### config.mk
export PLATFORM = sky130hd
export DESIGN_NAME = ncpu32k_wb_arbiter
export DESIGN_NICKNAME = d
export VERILOG_FILES = /design/src/rtl/ncpu32k_wb_arbiter.sv
export SDC_FILE = /design/constraint.sdc
export NUM_CORES = 1
export LEC_CHECK = 0
export CAP_MARGIN = 0
export CORE_AREA = 2 2 102 104
export DETAILED_ROUTE_END_ITERATION = 6
export DIE_AREA = 0 0 104 106
export PLACE_DENSITY = 0.66
export RECOVER_POWER = 25
export SLEW_MARGIN = 10
export SYNTH_ARGS = -nofsm -noshare
export SYNTH_HDL_FRONTEND = slang
export SYNTH_SLANG_ARGS = --single-unit
export TNS_END_PERCENT = 5
### constraint.sdc
create_clock -name clk -period 3.23 [get_ports clk]
set_input_delay 0.969 -clock clk [delete_from_list [all_inputs] [get_ports clk]]
set_output_delay 0.969 -clock clk [all_outputs]
set_load 0.05 [all_outputs]
### src/rtl/ncpu32k_wb_arbiter.sv
// ncpu32k_wb_arbiter: write-back arbiter and sole driver of the regfile write port.
// Grants at most one of ALU (0), LSU (1) or MUL/DIV (2) per cycle and registers the
// winner onto the regfile write port, which doubles as the write-back forwarding source.
// Build option: define NCPU_WB_RR_EN for round-robin arbitration; otherwise fixed
// priority LSU > MDU > ALU. NCPU_REG_AW / NCPU_DW provide the default widths.

`ifndef NCPU_REG_AW
`define NCPU_REG_AW 5
`endif
`ifndef NCPU_DW
`define NCPU_DW 32
`endif

module ncpu32k_wb_arbiter #(
    parameter int unsigned AW = `NCPU_REG_AW,
    parameter int unsigned DW = `NCPU_DW
) (
    input  logic          clk,
    input  logic          rst,
    input  logic          flush,
    input  logic          alu_valid,
    input  logic          lsu_valid,
    input  logic          mdu_valid,
    output logic          alu_ready,
    output logic          lsu_ready,
    output logic          mdu_ready,
    input  logic [AW-1:0] alu_addr,
    input  logic [AW-1:0] lsu_addr,
    input  logic [AW-1:0] mdu_addr,
    input  logic [DW-1:0] alu_data,
    input  logic [DW-1:0] lsu_data,
    input  logic [DW-1:0] mdu_data,
    output logic          regf_we,
    output logic [AW-1:0] regf_din_addr,
    output logic [DW-1:0] regf_din,
    output logic          wb_fwd_valid,
    output logic [15:0]   wb_commit_cnt
);

    logic [2:0]    valid;
    logic [2:0]    gnt;
    logic [AW-1:0] sel_addr;
    logic [DW-1:0] sel_data;

    logic          we_q, we_d;
    logic [AW-1:0] addr_q, addr_d;
    logic [DW-1:0] data_q, data_d;
    logic [15:0]   cnt_q, cnt_d;

    assign valid = {mdu_valid, lsu_valid, alu_valid};

`ifdef NCPU_WB_RR_EN
    logic [1:0] ptr_q, ptr_d;

    // First valid source in the order a, b, c wins.
    function automatic logic [2:0] pick3(input logic [2:0] v, input logic [1:0] a,
                                         input logic [1:0] b, input logic [1:0] c);
        logic [2:0] g;
        g = '0;
        if (v[a])      g[a] = 1'b1;
        else if (v[b]) g[b] = 1'b1;
        else if (v[c]) g[c] = 1'b1;
        return g;
    endfunction

    // Round-robin grant: search starts just after the last granted source.
    always_comb begin
        gnt = '0;
        if (!rst && !flush) begin
            case (ptr_q)
                2'd0:    gnt = pick3(valid, 2'd1, 2'd2, 2'd0);
                2'd1:    gnt = pick3(valid, 2'd2, 2'd0, 2'd1);
                default: gnt = pick3(valid, 2'd0, 2'd1, 2'd2);
            endcase
        end
    end

    // Pointer moves only when something is granted.
    always_comb begin
        ptr_d = ptr_q;
        if (gnt[0])      ptr_d = 2'd0;
        else if (gnt[1]) ptr_d = 2'd1;
        else if (gnt[2]) ptr_d = 2'd2;
    end

    // Last-grant pointer; reset value 2 makes ALU first in line.
    always_ff @(posedge clk or posedge rst) begin
        if (rst) ptr_q <= 2'd2;
        else     ptr_q <= ptr_d;
    end
`else
    // Fixed-priority grant: LSU, then MDU, then ALU.
    always_comb begin
        gnt = '0;
        if (!rst && !flush) begin
            if (valid[1])      gnt[1] = 1'b1;
            else if (valid[2]) gnt[2] = 1'b1;
            else if (valid[0]) gnt[0] = 1'b1;
        end
    end
`endif

    assign alu_ready = gnt[0];
    assign lsu_ready = gnt[1];
    assign mdu_ready = gnt[2];

    // Route the granted source's destination and value.
    always_comb begin
        sel_addr = alu_addr;
        sel_data = alu_data;
        if (gnt[1]) begin
            sel_addr = lsu_addr;
            sel_data = lsu_data;
        end else if (gnt[2]) begin
            sel_addr = mdu_addr;
            sel_data = mdu_data;
        end
    end

    // Next write-back register state; r0 is accepted and counted but never written.
    always_comb begin
        we_d   = 1'b0;
        addr_d = addr_q;
        data_d = data_q;
        cnt_d  = cnt_q;
        if (|gnt) begin
            we_d   = (sel_addr != '0);
            addr_d = sel_addr;
            data_d = sel_data;
            if (cnt_q != 16'hFFFF) cnt_d = cnt_q + 16'd1;
        end
    end

    // Write-back output register and commit counter.
    always_ff @(posedge clk or posedge rst) begin
        if (rst) begin
            we_q   <= 1'b0;
            addr_q <= '0;
            data_q <= '0;
            cnt_q  <= '0;
        end else begin
            we_q   <= we_d;
            addr_q <= addr_d;
            data_q <= data_d;
            cnt_q  <= cnt_d;
        end
    end

    assign regf_we       = we_q;
    assign regf_din_addr = addr_q;
    assign regf_din      = data_q;
    assign wb_fwd_valid  = we_q;
    assign wb_commit_cnt = cnt_q;

endmodule
==> impl_metrics.tcl, run 1 <==
set metrics [dict create \
    synth_top_cell_area_share_pct 46.00 \
    start_util_pct 29.38 \
    leakagePower_nw 2.076 \
    crit_fanout 2 \
    critPathArrivalTime_ns 2.20 \
    coreArea_sq_um 10000 \
    hpwl_microns 7151 \
    yosysWarnings 0 \
    pin_count 175 \
    clock_skew_ns 0.002819 \
    antenna_cells 0 \
    fin_ws_ns 0.06008 \
    synthArstFlopShare_pct 100.0 \
    place_inst 661 \
    synth_seq_cells 54 \
    grt_max_degree 76 \
    end_kind "primary output" \
    overflow 0 \
    grt_usage_pct 16.50 \
    synth.cell_area_sq_um 2938 \
    clkLatencyLatePin_ns 0.30 \
    worstReg2RegStart "wb_commit_cnt[5]$_DFFE_PP0P_" \
    drtPass1Iterations 4 \
    drc 0 \
    cts_tree "done" \
    synth.largest_area_cell "dfrtp_1" \
    die_w_microns 104 \
    setup_viol 0 \
    min_path_type "register to register" \
    numCtsBuffers 5 \
    crit_path_start "mdu_valid" \
    synth_cell_types 38 \
    io_buffer_count 174 \
    worst_setup_path_start_kind "input pin" \
    syn2layout_area_growth_pct 68.31 \
    nFillCells 1010 \
    worst_pin_slew_ns 1.352 \
    nets 650 \
    ant_nets 0 \
    required_ns 2.26 \
    grt_pass1_vias 3044 \
    layout-drive-gt1-share_pct 6.754 \
    wirelength_microns 9346 \
    vdd_drop_max_mv 0.1945 \
    rows 37 \
    die_h_microns 106 \
    ys_dominant_reg_cell "dfrtp_1" \
    fin_crit_ns 3.170 \
    cts-htree-levels 2 \
    mostFrequentLayoutCell "clkdlybuf4s50_1" \
    period_share_pct 98.14 \
    routabilityCongestion 0.8100 \
    hold_start "regf_din[23]$_DFFE_PP0P_" \
    synth_nets 478 \
    antenna_found_initial 0 \
    dr_wl_met3_microns 526 \
    clk_pin_slew_ns 0.10 \
    grt_pass1_wl_microns 14770 \
    rsz0062_at_grt "no" \
    synth_area_leaders "dfrtp_1 46%, nand2_1 14%, a21oi_1 12%, o21ai_1 4.9%, xnor2_1 2.1%" \
    routed_via_density 4.677 \
    power_density_nw_per_um2 484.0 \
    place_ws_ns -0.07444 \
    drtIter0Drc 90 \
    wl_per_cell_microns 13.97 \
    ys_seq_area_share_pct 46.00 \
    die-area_sq_um 11020 \
    final_cell_mix "169 x clkdlybuf4s50_1, 106 x nand2_1, 68 x a21oi_1" \
    status "complete, no violations" \
    vias 3129 \
    setup_tns_ns 0 \
    syn_inst 360 \
    met2RoutedLength_microns 4757 \
    drv_cap 0 \
    hold_violations 0 \
    cts_max_path_buffers 2 \
    root_buffer "clkbuf_8" \
    wl_met1_microns 3866 \
    relSlewSlack_pct 9.862 \
    slew_viol_final 0 \
    syn_avg_cell_area_sq_um 8.161 \
    synth_edf_count 0 \
    clock-sinks 54 \
    max_freq_ghz 0.3155 \
    top_layer_used "met4" \
    finalNonFillerCells 669 \
    worst-setup-path-type "input pin to primary output" \
]
[through the flow]
stage | util (%) | cell area (sq um) | hold slack (ns) | power (W)
floorplan | - | 2944 | 0.7435 | 0.001547
global placement | 48.51 | 4851 | 0.4667 | 0.002007
detailed placement | 48.51 | 4851 | 0.4744 | 0.002024
CTS | 49.56 | 4956 | 0.4966 | 0.002433
global route | 49.45 | 4945 | 0.5131 | 0.002530
finish | 49.45 | 4945 | 0.4896 | 0.002393
[cells in the mapped netlist (2+ instances only)]
cell,instances
xnor2_1,7
clkbuf_1,8
nand2b_1,4
a221oi_1,2
and3_1,3
nor4b_1,2
o21ai_1,29
a21oi_1,68
nand2_1,106
buf_8,3
mux2_2,4
xor2_1,5
dfrtp_1,54
o21ai_0,7
nor3_1,4
nand3_1,9
buf_2,9
buf_4,4
a22o_1,2
inv_1,4
nor2_1,7
nand4_1,3
[path summary, 6_finish.rpt]
check,endpoint,slack [ns],cells after the start
min reg2reg,regf_din[23]$_DFFE_PP0P_,0.49,2
min in group asynchronous,wb_commit_cnt[10]$_DFFE_PP0P_,0.92,3
min,regf_din[23]$_DFFE_PP0P_,0.49,2
max reg2reg,wb_commit_cnt[10]$_DFFE_PP0P_,1.38,5
max,mdu_ready,0.06,4
max in group asynchronous,regf_din[12]$_DFFE_PP0P_,0.74,4
[final cells by class]
cell class	count	area, sq um	share of cell area, %
Multi-Input combinational cell	276	1430	28.92
Sequential cell	54	1351	27.33
Clock buffer	7	86.33	1.746
Tap cell	136	170.2	3.441
Timing Repair Buffer	189	1874	37.90
Inverter	6	27.53	0.5567
Clock inverter	1	5.005	0.1012
[routing by layer]
layer | track usage, % | vias to the layer above
met2 | 30.50 | 102
met3 | 3.985 | 13
met1 | 18.65 | 1444
li1 | - | 1570
met5 | 0 | -
met4 | 5.405 | 0
[registers in the layout (all words and copies together), names as in the netlist]
register       count
wb_commit_cnt     16
regf_we            1
regf_din          32
regf_din_addr      5
[critical path: stages]
cell	delay, ns
clkdlybuf4s50_1	0.50
or4b_4	0.51
clkinv_4	0.07
buf_6	0.15
[cell families after synthesis]
group	after synthesis	share of synthesized area, %
compound gates	116	21.38
xor+xnor	12	3.577
fa+ha+maj	1	0.4258
buf+inv	30	6.047
flops	54	46.00
mux	4	1.533
simple gates	143	21.04
[where the power goes]
| part | total, W | switching [W] | internal, W | leakage, nW |
|---|---|---|---|---|
| Sequential | 0.000884 | 0.0000890 | 0.000795 | 0.682 |
| Clock | 0.000391 | 0.000217 | 0.000174 | 0.0482 |
| Combinational | 0.00112 | 0.000679 | 0.000439 | 1.35 |
[timing repair]
action                     in CTS  in global routing
hold buffers                    0                  0
setup buffers                   0                  0
resized for setup               5                  1
setup endpoints to repair       2                  1
Note: power is estimated with default switching activity, not from simulation.
==> run 2, diff against run 1 <==
Settings changed: CTS_BUF_LIST set to sky130_fd_sc_hd__clkbuf_4.
==> run 2 against run 1 <==
  * Sequential share of layout area is 0.21 points higher
  * Global-route usage hardly changed
  * Clock power is 23% lower
  * Die area stayed put
  * Design area is 0.76% lower
  * Sequential power hardly changed
  * Combinational power hardly changed
  * Power is 3.7% lower
  * Critical path type unchanged
  * Critical endpoint unchanged
  * Largest cell class unchanged
==> impl_metrics.tcl, run 2 (synthesis gave the netlist of run 1 again) <==
set metrics [dict create \
    syn2layout_area_growth_pct 67.04 \
    start_util_pct 29.38 \
    place_inst 661 \
    setup_viol 0 \
    max_freq_ghz 0.3157 \
    grt_usage_pct 16.49 \
    die-area_sq_um 11020 \
    nets 650 \
    drtPass1Iterations 4 \
    hold_buffers 0 \
    io_buffer_count 174 \
    numCtsBuffers 5 \
    vdd_drop_max_mv 0.2004 \
    cts_resized 5 \
    routed_via_density 4.668 \
    pin_count 175 \
    ant_nets 0 \
    antenna_cells 0 \
    routabilityCongestion 0.8100 \
    largest_reg_flops 32 \
    dpl_cell_area_sq_um 4851 \
    leakagePower_nw 2.061 \
    critPathArrivalTime_ns 2.20 \
    period_share_pct 98.06 \
    grt_max_degree 76 \
    fin_crit_ns 3.167 \
    nFillCells 1009 \
    clkLatencyLatePin_ns 0.37 \
    antenna_found_initial 0 \
    wl_per_cell_microns 13.96 \
    layout-drive-gt1-share_pct 6.754 \
    die_w_microns 104 \
    final_cell_mix "169 x clkdlybuf4s50_1, 106 x nand2_1, 68 x a21oi_1" \
    multi_input_area_sq_um 1430 \
    drv_cap 0 \
    post_cts_buffers 0 \
    clock_skew_ns 0.006474 \
    grt_pass1_wl_microns 14740 \
    ff_latch_area_sq_um 1351 \
    clk_pin_slew_ns 0.16 \
    cts_tree "done" \
    drtIter0Drc 116 \
    worst-setup-path-type "input pin to primary output" \
    cts-htree-levels 2 \
    clock-sinks 54 \
    mostFrequentLayoutCell "clkdlybuf4s50_1" \
    coreArea_sq_um 10000 \
    power_density_nw_per_um2 469.7 \
    min_path_type "register to register" \
    status "complete, no violations" \
    die_h_microns 106 \
    rsz0062_at_grt "no" \
    vias 3123 \
    drc 0 \
    cts_max_path_buffers 2 \
    relSlewSlack_pct 10.64 \
    rows 37 \
    post-route-util_pct 49.07 \
    worst_setup_path_start_kind "input pin" \
    required_ns 2.26 \
    root_buffer "clkbuf_4" \
    overflow 0 \
    crit_fanout 2 \
    hpwl_microns 7151 \
    worst_pin_slew_ns 1.340 \
    end_kind "primary output" \
    finalNonFillerCells 669 \
    grt_pass1_vias 3044 \
    wirelength_microns 9341 \
    fin_area_sq_um 4907 \
    slew_viol_final 0 \
    hold_violations 0 \
]
==> run 2: changes by cell type in the layout (fill, tap and decap cells not counted), sizes merged <==
cell and delta:
clkinv +1, clkbuf -1
==> run 2: layer usage <==
metal  global-route usage (%)  part of all wire (%)  up-vias
li1                         -                     -     1573
met1                    18.81                    41     1428
met2                    30.26                    51      110
met3                    3.985                   6.0       12
met4                    5.405                   1.9        0
met5                        0                     0        -
==> run 2: power breakdown <==
part	internal, W	switching, W
logic	0.000439	0.000679
registers	0.000794	0.0000903
clock network	0.0000910	0.000211
total	0.00132	0.000981
==> run 2: critical path, stage by stage <==
cell and delay, ns:
clkdlybuf4s50_1 0.50, or4b_4 0.51, clkinv_4 0.07, buf_6 0.15
==> run 2: path summary, 6_finish.rpt <==
check | depth (start not counted) | slack (ns) | endpoint | start
min in group asynchronous | 3 | 0.83 | wb_commit_cnt[10]$_DFFE_PP0P_ | rst
worst max-delay path | 4 | 0.06 | mdu_ready | mdu_valid
max in group asynchronous | 4 | 0.84 | regf_din[22]$_DFFE_PP0P_ | rst
worst max register to register | 5 | 1.37 | wb_commit_cnt[10]$_DFFE_PP0P_ | wb_commit_cnt[7]$_DFFE_PP0P_
worst min register to register | 2 | 0.50 | regf_din[23]$_DFFE_PP0P_ | regf_din[23]$_DFFE_PP0P_
worst min-delay path | 2 | 0.50 | regf_din[23]$_DFFE_PP0P_ | regf_din[23]$_DFFE_PP0P_
==> run 2: layout make-up <==
class | count | share of cell area, %
clock buffers | 6 | 0.9179
clock inverters | 2 | 0.1785
flip-flops and latches | 54 | 27.54
multi-input cells | 276 | 29.14
repair buffers | 189 | 38.19
well taps | 136 | 3.468
inverters | 6 | 0.5609
==> run 2: per-stage QoR <==
stage / setup WS, ns / TNS (ns) / power, W / hold WS [ns]
6_report: 0.06251 / 0 / 0.002305 / 0.5011
5_1_grt: 0.02446 / 0 / 0.002437 / 0.5255
4_1_cts: 0.01730 / 0 / 0.002338 / 0.5081
3_5_place_dp: -0.07444 / -0.1204 / 0.002024 / 0.4744
3_3_place_gp: -0.09247 / -0.1641 / 0.002007 / 0.4667
2_1_floorplan: 0.07925 / 0 / 0.001547 / 0.7435
